`src/rtl/placement_checker_manhattan_cost.sv`:
```
// Combinational edge cost between two placed nodes: Manhattan distance minus one,
// and the 1-hop variant where each axis costs ceil(|d|/2).
module manhattan_cost (
  input  logic signed [31:0] xa,
  input  logic signed [31:0] ya,
  input  logic signed [31:0] xb,
  input  logic signed [31:0] yb,
  output logic signed [31:0] cost,
  output logic signed [31:0] cost_1hop
);

  logic signed [31:0] dx;
  logic signed [31:0] dy;
  logic        [31:0] adx;
  logic        [31:0] ady;
  logic        [31:0] hx;
  logic        [31:0] hy;

  assign dx = xa - xb;
  assign dy = ya - yb;

  // Two's-complement negation; wraps silently for the most negative value.
  assign adx = dx[31] ? (~dx + 32'd1) : dx;
  assign ady = dy[31] ? (~dy + 32'd1) : dy;

  assign hx = {1'b0, adx[31:1]} + {31'b0, adx[0]};
  assign hy = {1'b0, ady[31:1]} + {31'b0, ady[0]};

  assign cost      = $signed(adx + ady - 32'd1);
  assign cost_1hop = $signed(hx + hy - 32'd1);

endmodule

```
`config.mk`:
```
export PLATFORM = sky130hd
export DESIGN_NAME = manhattan_cost
export DESIGN_NICKNAME = d
export VERILOG_FILES = /design/src/rtl/placement_checker_manhattan_cost.sv
export SDC_FILE = /design/constraint.sdc
export NUM_CORES = 1
export LEC_CHECK = 0
export BUFFER_PORTS_ARGS = -buffer_cell sky130_fd_sc_hd__buf_2
export CAP_MARGIN = 30
export CORE_MARGIN = 4
export CORE_UTILIZATION = 38
export DETAILED_ROUTE_END_ITERATION = 10
export GPL_ROUTABILITY_DRIVEN = 1
export PLACE_DENSITY = 0.68
export SYNTH_ARGS = -nofsm -noshare
export SYNTH_HDL_FRONTEND = slang
export SYNTH_SLANG_ARGS = --single-unit
```
`constraint.sdc`:
```
create_clock -name vclk -period 7.4
set_input_delay 0.74 -clock vclk [all_inputs]
set_output_delay 0.74 -clock vclk [all_outputs]
set_load 0.005 [all_outputs]
```
After elaboration in Yosys (flattened, before gate mapping)
Index checks and enable logic that the tools add are counted.

word-level totals
  register bits = 0
  input port bits = 128
  output and inout port bits = 64
  word-level logic and storage cells = 14

cells by class
  add/sub/neg operators = 10
  multiplexer cells = 2
  bitwise gates (word level) = 2

operators by type and width
  kind                                                 number
  adder 31 x 1 -> 32 bit                               2
  adder 32 x 1 -> 32 bit (second input constant)       2
  adder 32 bit                                         2
  2-to-1 mux 32 bit                                    2
  inverter 32 bit                                      2
  subtractor 32 x 1 -> 32 bit (second input constant)  2
  subtractor 32 bit                                    2

Logic depth before layout (Yosys ltp)
  word-level depth = 7
  mapped depth = 29
  gate-level depth less buffers = 26

Worst setup path before layout
Ideal clock, no wire load.

  path type = in2out
  start point = in xb[12]
  end point = out cost_1hop[31]
  data arrival time = 6.037 ns
  data required time = 6.660 ns
  slack = 0.623 ns
  stages on the path = 26
  path buffers = 2
  cell sequence = inv_1 > ha_1 > a21o_1 > and3_1 > or3b_2 > nand3_1 > a31oi_1 > a211o_1 > xor2_1 > clkbuf_1 > a31oi_1 > xor2_1 > ha_1 > inv_1 > ha_1 > clkbuf_1 > and4_1 > and2_1 > a221oi_1 > nor4_1 > a211o_1 > a21o_1 > a21o_1 > a21o_1 > a21oi_1 > xnor2_1

between the ends
  longest elaborated chain between the ends = 7

ends and longest elaborated chain
  what                             line  RTL
  from (decl)                      6     input logic signed [31:0] xb,
  subtractor 32 bit (*)            19    assign dx = xa - xb;
  inverter 32 bit                  23    assign adx = dx[31] ? (~dx + 32'd1) : dx;
  adder 32 x 1 -> 32 bit           23
  2-to-1 mux 32 bit (*)            23
  adder 31 x 1 -> 32 bit (*)       26    assign hx = {1'b0, adx[31:1]} + {31'b0, adx[0]};
  adder 32 bit (*)                 30    assign cost_1hop = $signed(hx + hy - 32'd1);
  subtractor 32 x 1 -> 32 bit (*)  30
  to (decl)                        9     output logic signed [31:0] cost_1hop

Mark *: on every way between the ends. The rest lies on a longest branch, timed or not.

Final worst setup path
  start point = in ya[6]
  end point = out cost_1hop[31]

between the ends
  longest elaborated chain between the ends = 7

ends and longest elaborated chain
  what                             line  RTL
  from (decl)                      5     input logic signed [31:0] ya,
  subtractor 32 bit (*)            20    assign dy = ya - yb;
  inverter 32 bit                  24    assign ady = dy[31] ? (~dy + 32'd1) : dy;
  adder 32 x 1 -> 32 bit           24
  2-to-1 mux 32 bit (*)            24
  adder 31 x 1 -> 32 bit (*)       27    assign hy = {1'b0, ady[31:1]} + {31'b0, ady[0]};
  adder 32 bit (*)                 30
  subtractor 32 x 1 -> 32 bit (*)  30

Marks and branches as above.

==> results.cfg <==
[synthesis]
synthCells = 1307
ys_seq_area_share_pct = 0
post-synth-top-count-cell = inv_1
netlist_area_um2 = 8673
synth_top_family_by_area = compound AO/OA/AOI/OAI gates
synth_top_area_cell = ha_1
synth_fa_ha_area_share_pct = 19.62
yosys-top-cells-count = 160 x inv_1, 128 x ha_1, 126 x a21oi_1
synth.avg_cell_area_um2 = 6.636
synthXorXnorAreaFrac_pct = 16.47
synth_mux_area_share_pct = 0.6203
yosys_warnings = 0
synthSimpleGateAreaFrac_pct = 22.04
syn_nets = 1568
synth.top_cells.by_area = ha_1 18%, xnor2_1 8.6%, xor2_1 7.6%, a21oi_1 7.3%, inv_1 6.9%
synth_cell_types = 95
synth_compound_area_share_pct = 31.32
synth_top_area_share_pct = 18.47

[global_routing]
overflow = 0
grt_pass1_vias = 9419
grt_pass1_wl_mm = 45.90
track_usage_pct = 20.89
antenna_found_initial = 0
grt_start_max_net_pins = 20

[timing]
fin_crit_ps = 7055
setup_viol = 0
period_share_pct = 95.33
drv_slew = 0
setup-tns-final_ps = 0
hold_viol = 0
setup_slack_ps = 345.4
slew_headroom_pct = 35.64
fmax_mhz = 141.8
tightest_slew_ps = 959.0

[layout]
nNetsFinal = 1786
numSequentialCells = 0
nFillCells = 2371
seq_area_um2 = 0
multiInputGateArea_um2 = 7934
clkbuf_count = 0
syn_to_final_growth_pct = 20.73
diodes = 0
layout-drive-gt1-share_pct = 21.86
fin_cells = 1808

[pwr]
power_density_nw_per_um2 = 565.3
clkPwrFrac_pct = 0
power_frac_seq_pct = 0
power.internal_mw = 2.649
p_sw_mw = 3.270
pwr-share-comb_pct = 100.0
peakVddDrop_uv = 450.7
switching_share_pct = 55.24
p_leak_nw = 5.153

[floorplan]
die_h_um = 159.1
dieArea_um2 = 25300
core_um2 = 22570
io_pins = 192
core.rowCount = 55
die_width_um = 159.1
initial_core_util_pct = 38.43

[job]
drv_cap = 0

[setup_path]
critical_path_class = primary input to output pin
crit_path_max_fanout = 8
start_kind = primary input
crit_required_ps = 6660
slowest_stage = or2_2
cp-end-kind = output pin
cp_slowest_stage_delay_ps = 340
cp.arrival_ps = 6310

[placed_design]
dp_hpwl_mm = 24.76
portBuffers = 192
dp_cells = 1805
gp_congestion = 0.9708
dp_slack_ps = 144.4

[routing]
initialDrtViolationCount = 574
vias_per_cell = 5.496
drt_pass1_iterations = 5
wire_per_inst_um = 15.47
vias = 9936
drc = 0
antenna_left = 0
wirelength_mm = 27.97

[outcome]
status = finished clean

[min_path]
hold_path_class = primary input to output pin
hold_depth = 5
## final timing paths
kind / start / endpoint / slack [ps]
hold / removal: xb[0] / cost[0] / 2030
setup / recovery: ya[6] / cost_1hop[31] / 350
## cell families (layout without fill, tap and decap cells)
family          count (synthesis)  in the layout
xor+xnor                      161            161
simple gates                  374            374
compound gates                416            416
buf+inv                       218            434
fa+ha+maj                     133            133
mux                             5              5
## power by group through the flow
| stage | registers, mW | clock network, mW | logic (mW) |
|---|---|---|---|
| finish | 0 | 0 | 5.92 |
| global route | 0 | 0 | 6.52 |
| global placement | 0 | 0 | 5.80 |
| detailed placement | 0 | 0 | 5.83 |
| CTS | 0 | 0 | 5.85 |
| floorplan | 0 | 0 | 3.45 |
## placed cells by master, fill, tap and decap left out, drive strengths merged, types with 5 or more instances in the layout
cell	n
and3	15
o21bai	14
o31ai	10
nand3	27
ha	128
fa	5
xnor2	86
nand2	100
a211oi	15
or2	6
xor2	75
nor3	36
o21a	17
or3	11
o211ai	10
o21ai	100
nand4	25
nor2b	10
nor2	86
a31oi	15
a21oi	129
and2	10
and4	6
nand3b	5
a21o	49
buf	274
nand2b	11
inv	160
nor4	11
## layout make-up
class / count / area share (%)
well taps: 285 / 3.405
inverters: 160 / 5.735
repair buffers: 274 / 15.09
multi-input cells: 1089 / 75.77
## worst max-delay path, delay by kind of cell
kind | cells | cell delay (ps)
adders and majority gates | 3 | 850
AOI/OAI and AO/OA | 12 | 2350
and+or+nand+nor | 6 | 1250
buffers and inverters | 5 | 660
xor gates and xnor gates | 2 | 460
## stage by stage
step                      total power [mW]  hold WS, ps  area, um^2  util [%]
after CTS                            5.851         2041       10320     45.74
after detailed placement             5.832         2041       10320     45.74
after floorplan                      3.450         1792        8673         -
after global placement               5.799         2048       10320     45.74
after global routing                 6.525         2092       10470     46.39
final                                5.919         2029       10470     46.39
## routing by layer
metal	vias up	global-route usage (%)	share of wire [%]
met5	-	0	0
met4	0	2.485	1.3
met3	24	1.631	5.5
met2	298	37.70	48
met1	4541	28.02	45
li1	5073	-	-
## what timing repair did
action                                  4_1_cts  5_1_grt
setup buffers                                 0        3
gates resized for setup                       0       25
hold buffers                                  0        0
endpoints found under the setup margin        0       20
No activity file was read; power rests on OpenSTA's default activity.
